===== src/rtl/rr_prio_arbiter.sv =====
// 8-way arbiter: fixed-priority or round-robin, with a hold limit.
// All outputs registered; 1-cycle req-to-gnt latency, 1-cycle turnaround.
module rr_prio_arbiter #(
  parameter int unsigned MAX_HOLD = 16,
  parameter int unsigned HOLD_W   = 5
) (
  input  logic       clk,
  input  logic       rstn,
  input  logic       mode,
  input  logic [0:7] req,
  output logic [0:7] gnt,
  output logic [0:2] gnt_id,
  output logic       busy,
  output logic       timeout
);

  typedef enum logic {
    IDLE,
    GRANT
  } state_e;

  localparam logic [HOLD_W-1:0] HOLD_MAX = HOLD_W'(MAX_HOLD);

  state_e            state_q, state_d;
  logic [2:0]        ptr_q, ptr_d;
  logic [2:0]        id_q, id_d;
  logic [HOLD_W-1:0] cnt_q, cnt_d;
  logic [0:7]        gnt_q, gnt_d;
  logic              busy_q, busy_d;
  logic              to_q, to_d;
  logic [2:0]        base;
  logic [2:0]        win;
  logic [2:0]        nxt;

  // Scan downward so the first hit in search order is the last write.
  always_comb begin
    win  = '0;
    base = mode ? ptr_q : 3'd0;
    for (int i = 7; i >= 0; i--) begin
      if (req[base + 3'(i)]) begin
        win = base + 3'(i);
      end
    end
  end

  assign nxt = id_q + 3'd1;

  always_comb begin
    state_d = state_q;
    ptr_d   = ptr_q;
    id_d    = id_q;
    cnt_d   = cnt_q;
    gnt_d   = gnt_q;
    busy_d  = busy_q;
    to_d    = 1'b0;
    unique case (state_q)
      IDLE: begin
        if (|req) begin
          state_d     = GRANT;
          id_d        = win;
          gnt_d       = '0;
          gnt_d[win]  = 1'b1;
          busy_d      = 1'b1;
          cnt_d       = HOLD_W'(1);
        end
      end
      GRANT: begin
        if (!req[id_q] || cnt_q == HOLD_MAX) begin
          state_d = IDLE;
          ptr_d   = nxt;
          id_d    = '0;
          gnt_d   = '0;
          busy_d  = 1'b0;
          to_d    = req[id_q];
        end else begin
          cnt_d = cnt_q + 1'b1;
        end
      end
      default: begin
        state_d = IDLE;
      end
    endcase
  end

  always_ff @(posedge clk or negedge rstn) begin
    if (!rstn) begin
      state_q <= IDLE;
      ptr_q   <= '0;
      id_q    <= '0;
      cnt_q   <= '0;
      gnt_q   <= '0;
      busy_q  <= 1'b0;
      to_q    <= 1'b0;
    end else begin
      state_q <= state_d;
      ptr_q   <= ptr_d;
      id_q    <= id_d;
      cnt_q   <= cnt_d;
      gnt_q   <= gnt_d;
      busy_q  <= busy_d;
      to_q    <= to_d;
    end
  end

  assign gnt     = gnt_q;
  assign gnt_id  = id_q;
  assign busy    = busy_q;
  assign timeout = to_q;

endmodule


===== config.mk =====
export PLATFORM = sky130hd
export DESIGN_NAME = rr_prio_arbiter
export DESIGN_NICKNAME = d
export VERILOG_FILES = /design/src/rtl/rr_prio_arbiter.sv
export SDC_FILE = /design/constraint.sdc
export NUM_CORES = 1
export LEC_CHECK = 0
export BUFFER_PORTS_ARGS = -buffer_cell sky130_fd_sc_hd__clkbuf_2
export CAP_MARGIN = 0
export CORE_ASPECT_RATIO = 0.8
export CORE_MARGIN = 5
export CORE_UTILIZATION = 47
export DETAILED_ROUTE_END_ITERATION = 16
export GPL_TIMING_DRIVEN = 1
export HOLD_SLACK_MARGIN = 0.12
export PLACE_DENSITY = 0.78
export SLEW_MARGIN = 5
export SYNTH_ARGS = -nofsm -noshare
export SYNTH_HDL_FRONTEND = slang
export SYNTH_SLANG_ARGS = --single-unit

===== constraint.sdc =====
create_clock -name clk -period 3.5 [get_ports clk]
set_input_delay 0.175 -clock clk [delete_from_list [all_inputs] [get_ports clk]]
set_output_delay 0.175 -clock clk [all_outputs]
set_load 0.005 [all_outputs]

Yosys cells after proc, flatten, opt, wreduce, memory -nomap -nowiden

Index checks and enable logic that the tools add are counted.

Register bits after elaboration: 22
Input bits: 11
Output and inout port bits: 13
Logic and storage cells: 104

Add/subtract/negate cells: 9
Magnitude comparators: 11
Equality and inequality tests: 4
Muxes and demuxes: 55
Bitwise logic cells: 11
Reduce and logical (&&, ||, !) cells: 7

Operator list:

| kind                                                        | number |
|---|---|
| >= comparator 4 bit (second input constant)                 | 10 |
| inverter 3 -> 4 bit                                         | 10 |
| two-way mux 3 bit                                           | 11 |
| binary-select mux 1 bit (select 3 bit)                      | 9 |
| two-way mux 1 bit                                           | 25 |
| two-way mux 8 bit                                           | 2 |
| case mux 8 bit (2 select lines)                             | 1 |
| adder 3 bit (second input constant)                         | 4 |
| two-way mux 5 bit                                           | 2 |
| case mux 5 bit (2 select lines)                             | 1 |
| OR reduction 8 bit                                          | 1 |
| adder 3 x 1 -> 3 bit (second input constant)                | 2 |
| adder 3 x 2 -> 3 bit (second input constant)                | 2 |
| case mux 3 bit (2 select lines)                             | 1 |
| AND reduction 2 bit                                         | 3 |
| adder 5 x 1 -> 5 bit (second input constant)                | 1 |
| equality test 5 bit (second input constant)                 | 1 |
| less-than comparator 4 x 1 -> 1 bit (second input constant) | 1 |
| inequality test 2 bit (second input constant)               | 2 |
| case mux 1 bit (2 select lines)                             | 2 |
| demux 1 bit (select 3 bit)                                  | 1 |
| inequality test 2 x 1 -> 1 bit (second input constant)      | 1 |
| logical AND 1 bit                                           | 1 |
| logical NOT 1 bit                                           | 1 |
| other kinds (2)                                             | 2 |

Logic depth before layout (Yosys ltp)

Gate-level depths: netlist of run 1.

Depth after elaboration: 21
Gate-level depth with buffers: 13
Gate-level depth less buffers: 10

Worst setup path after synthesis of run 1

OpenSTA, ideal clock, no wires.

Path type: reg2reg
Start point: reg ptr_q[1]
End point: reg gnt_q, in the netlist gnt[5]
Library setup time: 0.096 ns
Arrival: 2.989 ns
Data required time: 3.404 ns
Path slack: 0.415 ns
Cell stages (with the launch flop): 11
Buffers on the path: 1
Period minus slack after synthesis: 3.085 ns
Path through: dfrtp_1 > clkbuf_1 > nand2_1 > inv_2 > ha_1 > xnor2_1 > mux4_2 > a21o_1 > a221o_1 > and3_4 > o31ai_1

Cells in the longest elaborated chain, start to end: 21
Elaborated cells on any way between the ends: 56
Those cells by class: add/sub (7); order compare (2); mux (37); bitwise (9); reduce/logical (1)

Ends and longest elaborated chain:

| item                                                                                                    | line   | text |
|---|---|---|
| from (decl)                                                                                             | 25     | `logic [2:0] ptr_q, ptr_d;` |
| from (signal assigned)                                                                                  | 96     | `ptr_q <= ptr_d;` |
| two-way mux 3 bit (*)                                                                                   | 38     | `base = mode ? ptr_q : 3'd0;` |
| adder 3 bit                                                                                             | 40, 41 |  |
| inverter 3 -> 4 bit (not written as such)                                                               | 40     | `if (req[base + 3'(i)]) begin` |
| binary-select mux 1 bit (select 3 bit)                                                                  | 40     |  |
| two-way mux 1 bit (not written as such) (2 in series)                                                   | 40     |  |
| two-way mux 3 bit (7 in series)                                                                         | 40     |  |
| two-way mux 3 bit (*)                                                                                   | 40     |  |
| inverter 3 -> 4 bit (not written as such) (*)                                                           | 62     | `gnt_d[win] = 1'b1;` |
| >= comparator 4 bit (not written as such) / less-than comparator 4 x 1 -> 1 bit (equally long branches) | 62     |  |
| logical AND 1 bit (not written as such)                                                                 | 62     |  |
| two-way mux 1 bit (not written as such)                                                                 | 62     |  |
| demux 1 bit (select 3 bit) (*)                                                                          | 62     |  |
| two-way mux 8 bit (*)                                                                                   | 58     | `if (\|req) begin` |
| case mux 8 bit (2 select lines) (*)                                                                     | 56     | `unique case (state_q)` |
| to (signal assigned)                                                                                    | 99     | `gnt_q <= gnt_d;` |
| to (decl)                                                                                               | 28     | `logic [0:7] gnt_q, gnt_d;` |

Mark *: on every way between the ends. The rest lies on a longest branch, timed or not. The select of a mux whose other input is x is not followed.
A chain may end at the register's enable or synchronous reset.

Worst setup path after layout of run 1

Start point: reg ptr_q[2]
End point: reg gnt_q, in the netlist gnt[0]

Same word-level chain as after synthesis.

==> results.md, run 1 <==
Status:
- The flow ran to the end, and the final reports show no timing, DRC or antenna violations.

Timing:
- Setup repair after global routing left no endpoint under its margin.
- Derived from the worst setup path, the maximum achievable clock frequency is 326.2 MHz.
- The final hold violation count is 0.
- On the final layout, the worst clock skew is 5.180 ps.
- The worst pin sits at a relative slew slack of 0.6136.
- Setup violations remaining at the end of the flow were counted as 0.
- The minimum clock period is 3066 ps.
- Dividing the final minimum period by the clock period gives 0.8759.
- For the pin with the worst max-slew slack, the measured transition is 575.8 ps.
- Summed over all failing endpoints, the final setup total negative slack is 0 ps.
- The final-report max-slew violation count came to 0.

Global route:
- For met1 alone, demand over resource in global routing was 0.2803.
- The most used routing layer is met1.
- After global routing the overflow that remains totals 0.
- The number of antenna violations at the first check in global routing is 0.
- The first global-routing pass estimated 9432 µm of wire.
- In the global route stage, met3 resource usage came out at 0.06054.
- The number of global-route vias before repair is 1,962.
- The largest net degree at the start of global routing is 26.
- In the global route stage, overall resource usage came out at 0.1895.
- The met2 track demand over resource is 0.2618.

Pwr:
- The sequential group share of total power is 0.233.
- Dividing total power by cell area gives a power density of 764.2 nW/µm².
- Of the total power, the share spent switching nets is 0.4595.
- The share of total power in the clock network is 0.128.
- For this design the static power due to leakage is 1.054 nW.
- VDD sags by at most 371.2 µV.
- The proportion of power drawn by combinational gates is 0.639.
- The internal cell power is 0.9901 mW.
- Summed over all nets, the switching power comes to 0.8418 mW.

Clock tree:
- The number of H-tree levels is 1.
- In this run the post-CTS setup repair buffer count came out at 0.
- The TritonCTS sink count is 22.
- The number of clock buffers inserted by TritonCTS is 3.
- The cell sitting at the root of the clock tree is a sky130_fd_sc_hd__clkbuf_8.
- The number of buffers on the longest clock path is 2.
- TritonCTS built the clock tree.
- The clock-pin slew on the worst setup and hold paths is 80 ps.
- For the worst-skew pair, the clock arrives at the later sink with an insertion delay of 260 ps.
- Once the clock tree was built, the resizer swapped 0 gates to a different size.

Floorplan:
- The floorplan has 22 rows.
- The core box area is 4542 µm².
- The initial utilization of the core area, before any placement, comes to 0.4799.
- The die covers 6108 µm².
- The floorplan die height is 70.91 µm.
- The boundary pin count is 24.
- The chip width is 86.14 µm.

Yosys:
- The async set-or-reset flop fraction in the synthesized netlist is 1.000.
- Counting distinct cell types in the post-synthesis netlist gives 58.
- Synthesis inferred 22 register bits.
- Among all flip-flop cells after synthesis, the most frequent one is sky130_fd_sc_hd__dfrtp_1.
- The cell count after synthesis is 249.
- The total of warnings raised by yosys is 0.
- The number of synthesized flops with an enable pin is 0.
- After synthesis, the mean cell area works out to 8.753 µm².
- The share of the Yosys chip area taken by registers is 0.2526.
- The synthesized netlist occupies a cell area of 2180 µm².
- The net count of the mapped netlist is 265.

Setup path:
- Among all stages on the critical path, the largest delay is contributed by sky130_fd_sc_hd__mux4_2.
- The data required time at the worst endpoint is 3670 ps.
- The startpoint type of the worst setup path is a flip-flop.
- The critical path's largest stage delay is 620 ps.
- The kind of cell adding the most delay to the critical path is simple AND/OR/NAND/NOR gates.
- STA puts the critical path data arrival time at 3240 ps.
- In this run the worst path has a maximum fanout of 11.
- The critical path goes through nand2_1, xnor2_1, mux4_2, and3_1, a311oi_2, nand3_1, o31ai_1.
- The classification of the worst setup path is flip-flop to flip-flop.
- The buffer and inverter count on the worst path is 0.
- The type of element capturing the critical path is a flip-flop.

Placement:
- Routability-driven placement finished with a final weighted congestion of 1.015.
- The count of buffers from port buffering is 23.
- The placed wire-length estimate is 4305 µm.

Final layout:
- The final layout contains 282 nets.
- The library cell used most frequently in the layout, excluding fill and tap cells, is sky130_fd_sc_hd__nand2_1.
- The final cell utilization of the core is 0.5278.
- In the layout the commonest cells are 34 x sky130_fd_sc_hd__nand2_1, 23 x sky130_fd_sc_hd__clkbuf_2, 22 x sky130_fd_sc_hd__dfrtp_1, 18 x sky130_fd_sc_hd__nor2_1, 12 x sky130_fd_sc_hd__o21ai_0.
- The fraction of layout instances using a drive strength above 1 is 0.2113.
- The multi-input logic area is 1510 µm².
- Summing all flip-flop and latch instances after layout gives 550.5 µm².
- Counting the fill cells in the layout gives 412.
- The antenna diode instance count is 0.
- The area growth from synthesis to layout is 9.989%.

Routing:
- In this run, the number of DRC markers left after iteration 0 of detailed routing was 227.
- Once detail routing completed, the nets flagged for antenna violations numbered 0.
- The total DRC errors in the routed layout is 0.
- The total wirelength of the detailed-routed design is 5664 µm.
- The first-pass detailed-route iteration total is 4.
- Detailed routing inserted a total of 2,064 vias.
- The wire length per cell is 17.43 µm.
- Dividing the detail-routed via count by the number of cells gives 6.351.

Run:
- The reported max-cap violation count is 0.

Worst hold path:
- The type of the most critical hold path is primary input to asynchronous set/reset pin.
-- layer usage --
metal  part of all wire  routed length (µm)
met1               0.46                2590
met5                  0                   0
met4              0.017                  96
met2               0.42                2403
met3               0.10                 574
-- synthesized netlist by cell type (all sizes together) (2+ instances only) --
| library cell | n | share of area |
|---|---|---|
| nor3 | 5 | 0.011 |
| nand3 | 3 | 0.0069 |
| nor4 | 6 | 0.017 |
| o21a | 3 | 0.010 |
| dfrtp | 22 | 0.25 |
| nor2b | 4 | 0.011 |
| nor2 | 18 | 0.031 |
| a21boi | 5 | 0.017 |
| ha | 5 | 0.029 |
| xor2 | 4 | 0.016 |
| mux4 | 10 | 0.10 |
| nand2 | 34 | 0.059 |
| nand4 | 4 | 0.011 |
| mux2i | 9 | 0.041 |
| a22oi | 2 | 0.0069 |
| o211ai | 2 | 0.0069 |
| and3 | 6 | 0.020 |
| inv | 6 | 0.013 |
| and2 | 5 | 0.015 |
| clkbuf | 9 | 0.015 |
| o31ai | 8 | 0.028 |
| buf | 8 | 0.026 |
| a21oi | 9 | 0.021 |
| a2111oi | 2 | 0.0080 |
| o311ai | 3 | 0.012 |
| a21o | 6 | 0.021 |
| o221a | 2 | 0.010 |
| a211oi | 3 | 0.010 |
| or4bb | 2 | 0.010 |
| o21ai | 14 | 0.032 |
| mux2 | 6 | 0.034 |
| xnor2 | 4 | 0.016 |
| or3 | 2 | 0.0057 |
| nand2b | 3 | 0.0086 |
-- what timing repair did --
item,CTS,global route
setup endpoints to repair,0,0
hold buffers,1,0
hold endpoints to repair,22,0
-- path summary, 6_finish.rpt --
path                       startpoint  endpoint  slack, ps  cells after the start
hold reg to reg                gnt[3]    gnt[3]        490                      2
max in group asynchronous        rstn  ptr_q[0]       2720                      2
setup reg to reg             ptr_q[2]    gnt[0]        430                      7
min in group clk               gnt[3]    gnt[3]        490                      2
hold / removal                   rstn    gnt[7]        420                      2
setup / recovery             ptr_q[2]    gnt[0]        430                      7
-- power groups by stage --
stage	combinational [mW]	sequential (mW)	clock (mW)
after floorplan	0.896	0.410	0
after global placement	1.14	0.425	0
after detailed placement	1.15	0.429	0
after CTS	1.15	0.426	0.240
after global routing	1.29	0.439	0.252
final	1.17	0.427	0.234
-- registers in the layout, indices dropped and copies added (netlist names) --
name     count
busy         1
cnt_q        5
gnt          8
gnt_id       3
ptr_q        3
state_q      1
timeout      1
-- cell families (layout without fill, tap and decap cells) --
group / count (synthesis) / after routing / share of synthesized area
mux: 25 / 25 / 0.1791
simple gates: 96 / 96 / 0.2233
compound gates: 70 / 70 / 0.2296
fa+ha+maj: 5 / 5 / 0.02870
flops: 22 / 22 / 0.2526
buf+inv: 23 / 39 / 0.05453
xor+xnor: 8 / 8 / 0.03214
-- cell type report --
cell class / instances / share of cell area
repair buffers: 29 / 0.06785
clock inverters: 1 / 0.01253
well taps: 60 / 0.03132
multi-input cells: 204 / 0.6300
clock buffers: 3 / 0.01722
inverters: 6 / 0.01148
flip-flops and latches: 22 / 0.2296
-- stage by stage --
stage / setup WS (ps) / cells / power [mW] / cell area [µm²] / hold slack, ps
finish: 434.2 / 325 / 1.832 / 2397 / 420.6
global route: 212.5 / 325 / 1.978 / 2397 / 496.1
CTS: 452.6 / 325 / 1.818 / 2397 / 437.8
detailed placement: 408.1 / 320 / 1.577 / 2316 / 181.5
global placement: 436.5 / 320 / 1.561 / 2316 / 178.9
floorplan: 415.3 / 249 / 1.306 / 2180 / -120.6
No activity file was read; power rests on OpenSTA's default activity.
==> run 2: changes to the inputs <==
==> constraint.sdc (replaced) <==
create_clock -name clk -period 3.5 [get_ports clk]
set_input_delay 1.05 -clock clk [delete_from_list [all_inputs] [get_ports clk]]
set_output_delay 1.05 -clock clk [all_outputs]
set_load 0.005 [all_outputs]
==> results.md, run 2 (synthesized netlist as in run 1, its figures left out) <==
Routing:
- The total wirelength of the detailed-routed design came to 6316 µm (+12%).
- The routed via count is 2,280 (+10%).
- The number of nets with antenna violations after detailed routing was 0 (unchanged).
- The first-pass detailed-route iteration total is 5 (+1).
- The wire length per cell is 18.47 µm (+6.0%).
- The violation count after the first detailed-routing iteration came to 313 (+38%).
- The average via count per standard cell is 6.667 (+5.0%).
- The total DRC errors in the routed layout came to 0 (unchanged).

Global route:
- The residual overflow from global routing was 0 (unchanged).
- The largest net degree at the start of global routing came to 23 (-12%).
- The number of antenna violations at the first check in global routing is 0 (unchanged).
- The wire length of the first global-routing pass is 10,220 µm (+8.3%).
- The met2 track demand over resource was 0.3071 (+0.04534).
- The total global routing track utilization was 0.2093 (+0.01984).
- The most used routing layer is met1.
- The met1 usage is 0.3136 (+0.03332).
- The number of global-route vias before repair is 2,019 (+2.9%).
- The met3 demand-to-capacity share in global routing was 0.04540 (-0.01513).

Placement:
- The number of instances in the placed design is 338 (+5.6%).
- The placed wire-length estimate is 4757 µm (+10%).
- The cell area reported after detailed placement is 2504 µm² (+8.1%).
- The count of buffers from port buffering is 23 (unchanged).
- The final weighted congestion in routability-driven placement came to 1.062 (+4.6%).

Setup path:
- In this run the worst setup path begins at mode.
- The top fanout value on the critical path was 5 (-6).
- The critical path ends at gnt[7].
- The worst-case register-to-register setup slack is 570 ps (+140 ps).
- The worst flop-to-flop path startpoint is ptr_q[1].
- The worst setup path is launched from a primary input.
- The critical path's largest stage delay was 560 ps (-60 ps).
- The data required time at the worst endpoint is 3670 ps (about the same).
- The worst reg2reg path endpoint is gnt[7].
- The cell with the largest stage delay on the worst path is sky130_fd_sc_hd__nor3b_1.
- The cell family contributing the most delay on the critical path is compound AO/OA/AOI/OAI gates.
- The critical path goes through clkbuf_2, and2_4, inv_6, ha_1, a21boi_0, nor2_1, nor3b_1, o311ai_0, a31oi_1, o21ai_1, o31ai_1.
- The signal arrival time at the worst endpoint is 3550 ps (+310 ps).
- The number of cells on the worst reg-to-reg path is 9 (+2).
- The buffer and inverter count on the worst path came to 2 (+2).
- By startpoint and endpoint, the worst setup path is classified as primary input to flip-flop.
- The type of element capturing the critical path is a flip-flop.
- The logic depth of the worst path, buffers included is 11 (+4).

Status:
- The run finished with clean final reports.

Pwr:
- The maximum vdd drop was 386.6 µV (+4.1%).
- The power per standard cell area was 754.8 nW/µm² (-1.2%).
- The leakage power summed over all cells is 1.150 nW (+9.1%).

Final layout:
- The total number of nets in the final design came to 299 (+6.0%).
- The fraction of layout instances using a drive strength above 1 is 0.2766 (+0.06527).
- The antenna diode instance count is 0 (unchanged).
- The count of filler cells inserted in the layout is 418 (+1.5%).
- The flip-flop count of the largest register, all copies and words added is 8 (unchanged).
- The filler-free cell count of the finished design was 342 (+5.2%).
- Leaving out fill and tap cells, the most frequent cell in the layout is sky130_fd_sc_hd__nand2_1.
- The layout overhead on the synthesized area is 18.14%.
- The library cells used most frequently in the layout, excluding fill and tap cells, are 33 x sky130_fd_sc_hd__nand2_1, 23 x sky130_fd_sc_hd__clkbuf_2, 23 x sky130_fd_sc_hd__buf_4, 22 x sky130_fd_sc_hd__dfrtp_1, 18 x sky130_fd_sc_hd__nor2_1.
- The post-route standard cell area excluding fillers came to 2575 µm² (+7.4%).

Clock tree:
- The clock-pin slew on the worst setup and hold paths was 80 ps (about the same).
- The TritonCTS sink count was 22 (unchanged).
- The number of H-tree levels is 1 (unchanged).
- The clock latency on the worst-skew pair was 260 ps (about the same).
- The clock tree from TritonCTS is done.
- The number of buffers on the longest clock path is 2 (unchanged).
- The number of clock buffers inserted by TritonCTS came to 3 (unchanged).
- CTS placed an instance of sky130_fd_sc_hd__clkbuf_8 at the clock tree root.
- The count of hold buffers inserted by post-cts repair came to 0 (-1).

Timing:
- The worst-case clock skew is 2.659 ps (-2.521 ps).
- The final hold violation count is 0 (unchanged).
- The setup-violating endpoint count in the final report is 0 (unchanged).
- The transition time at the pin with the least slew margin is 612.7 ps (+36.93 ps).
- The final setup TNS is 0 ps (unchanged).
- The normalized max-slew margin came to 0.5906 (-0.02292).
- The final-report max-slew violation count was 0 (unchanged).
- The minimum clock period is 3377 ps (+310.8 ps).
- The fmax is 296.2 MHz (-9.2%).
- Setup repair after global routing left no endpoint under its margin.
- The portion of the clock cycle consumed by the worst path in the final layout came to 0.9647 (+0.08880).

Floorplan:
- The area of the die is 6108 µm² (unchanged).
- The chip width is 86.14 µm (unchanged).
- The starting density of the core is 0.4799 (unchanged).
- The core box area was 4542 µm² (unchanged).
- The floorplan die height is 70.91 µm (unchanged).
- The boundary pin count is 24 (unchanged).
- The count of standard-cell rows is 22 (unchanged).

Worst hold path:
- In this run the most critical hold path is launched from gnt[6].
- The type of the most critical hold path is flip-flop to flip-flop.

Run:
- The reported max-cap violation count is 0 (unchanged).
-- run 2: worst min path at each step --
stage,cells past startpoint,endpoint
floorplan,2,busy
global placement,2,gnt[2]
detailed placement,2,gnt[1]
CTS,2,gnt[1]
global route,2,gnt[1]
finish,2,gnt[6]
-- run 2: worst reg2reg max path, cell delays in order, from the launching register on --
cell and delay (ps):
sky130_fd_sc_hd__dfrtp_1 530, sky130_fd_sc_hd__nand2_2 170, sky130_fd_sc_hd__ha_1 190, sky130_fd_sc_hd__a21boi_0 360, sky130_fd_sc_hd__nor2_1 140, sky130_fd_sc_hd__nor3b_1 560, sky130_fd_sc_hd__o311ai_0 220, sky130_fd_sc_hd__a31oi_1 240
sky130_fd_sc_hd__o21ai_1 170, sky130_fd_sc_hd__o31ai_1 270
-- run 2: final cells by class --
class | count | area [µm²] | share of cell area
multi-input cells | 204 | 1563 | 0.6069
repair buffers | 46 | 287.8 | 0.1118
well taps | 60 | 75.07 | 0.02915
clock inverters | 1 | 30.03 | 0.01166
clock buffers | 3 | 41.29 | 0.01603
flip-flops and latches | 22 | 550.5 | 0.2138
inverters | 6 | 27.53 | 0.01069
-- run 2: layer usage --
metal	vias up	share of wire
li1	1020	-
met1	1089	0.43
met2	148	0.44
met3	23	0.10
met4	0	0.026
met5	-	0
-- run 2: stage by stage --
stage	setup slack, ps	total power, mW	hold slack (ps)	utilization
after floorplan	0.07727	1.333	471.1	-
after global placement	-38.54	1.639	465.5	0.5512
after detailed placement	-60.18	1.674	469.4	0.5512
after CTS	195.8	1.918	488.1	0.5669
after global routing	110.6	2.071	508.9	0.5669
final	123.4	1.944	482.0	0.5669
-- run 2: power breakdown --
part	switching [mW]	internal, mW	total, mW
clock	0.0818	0.153	0.234
combinational	0.706	0.565	1.27
sequential	0.101	0.337	0.438
total	0.889	1.05	1.94
-- run 2: what timing repair did --
action,in CTS,in global routing
endpoints found under the setup margin,0,1
gates resized for setup,0,2
setup buffers,0,0
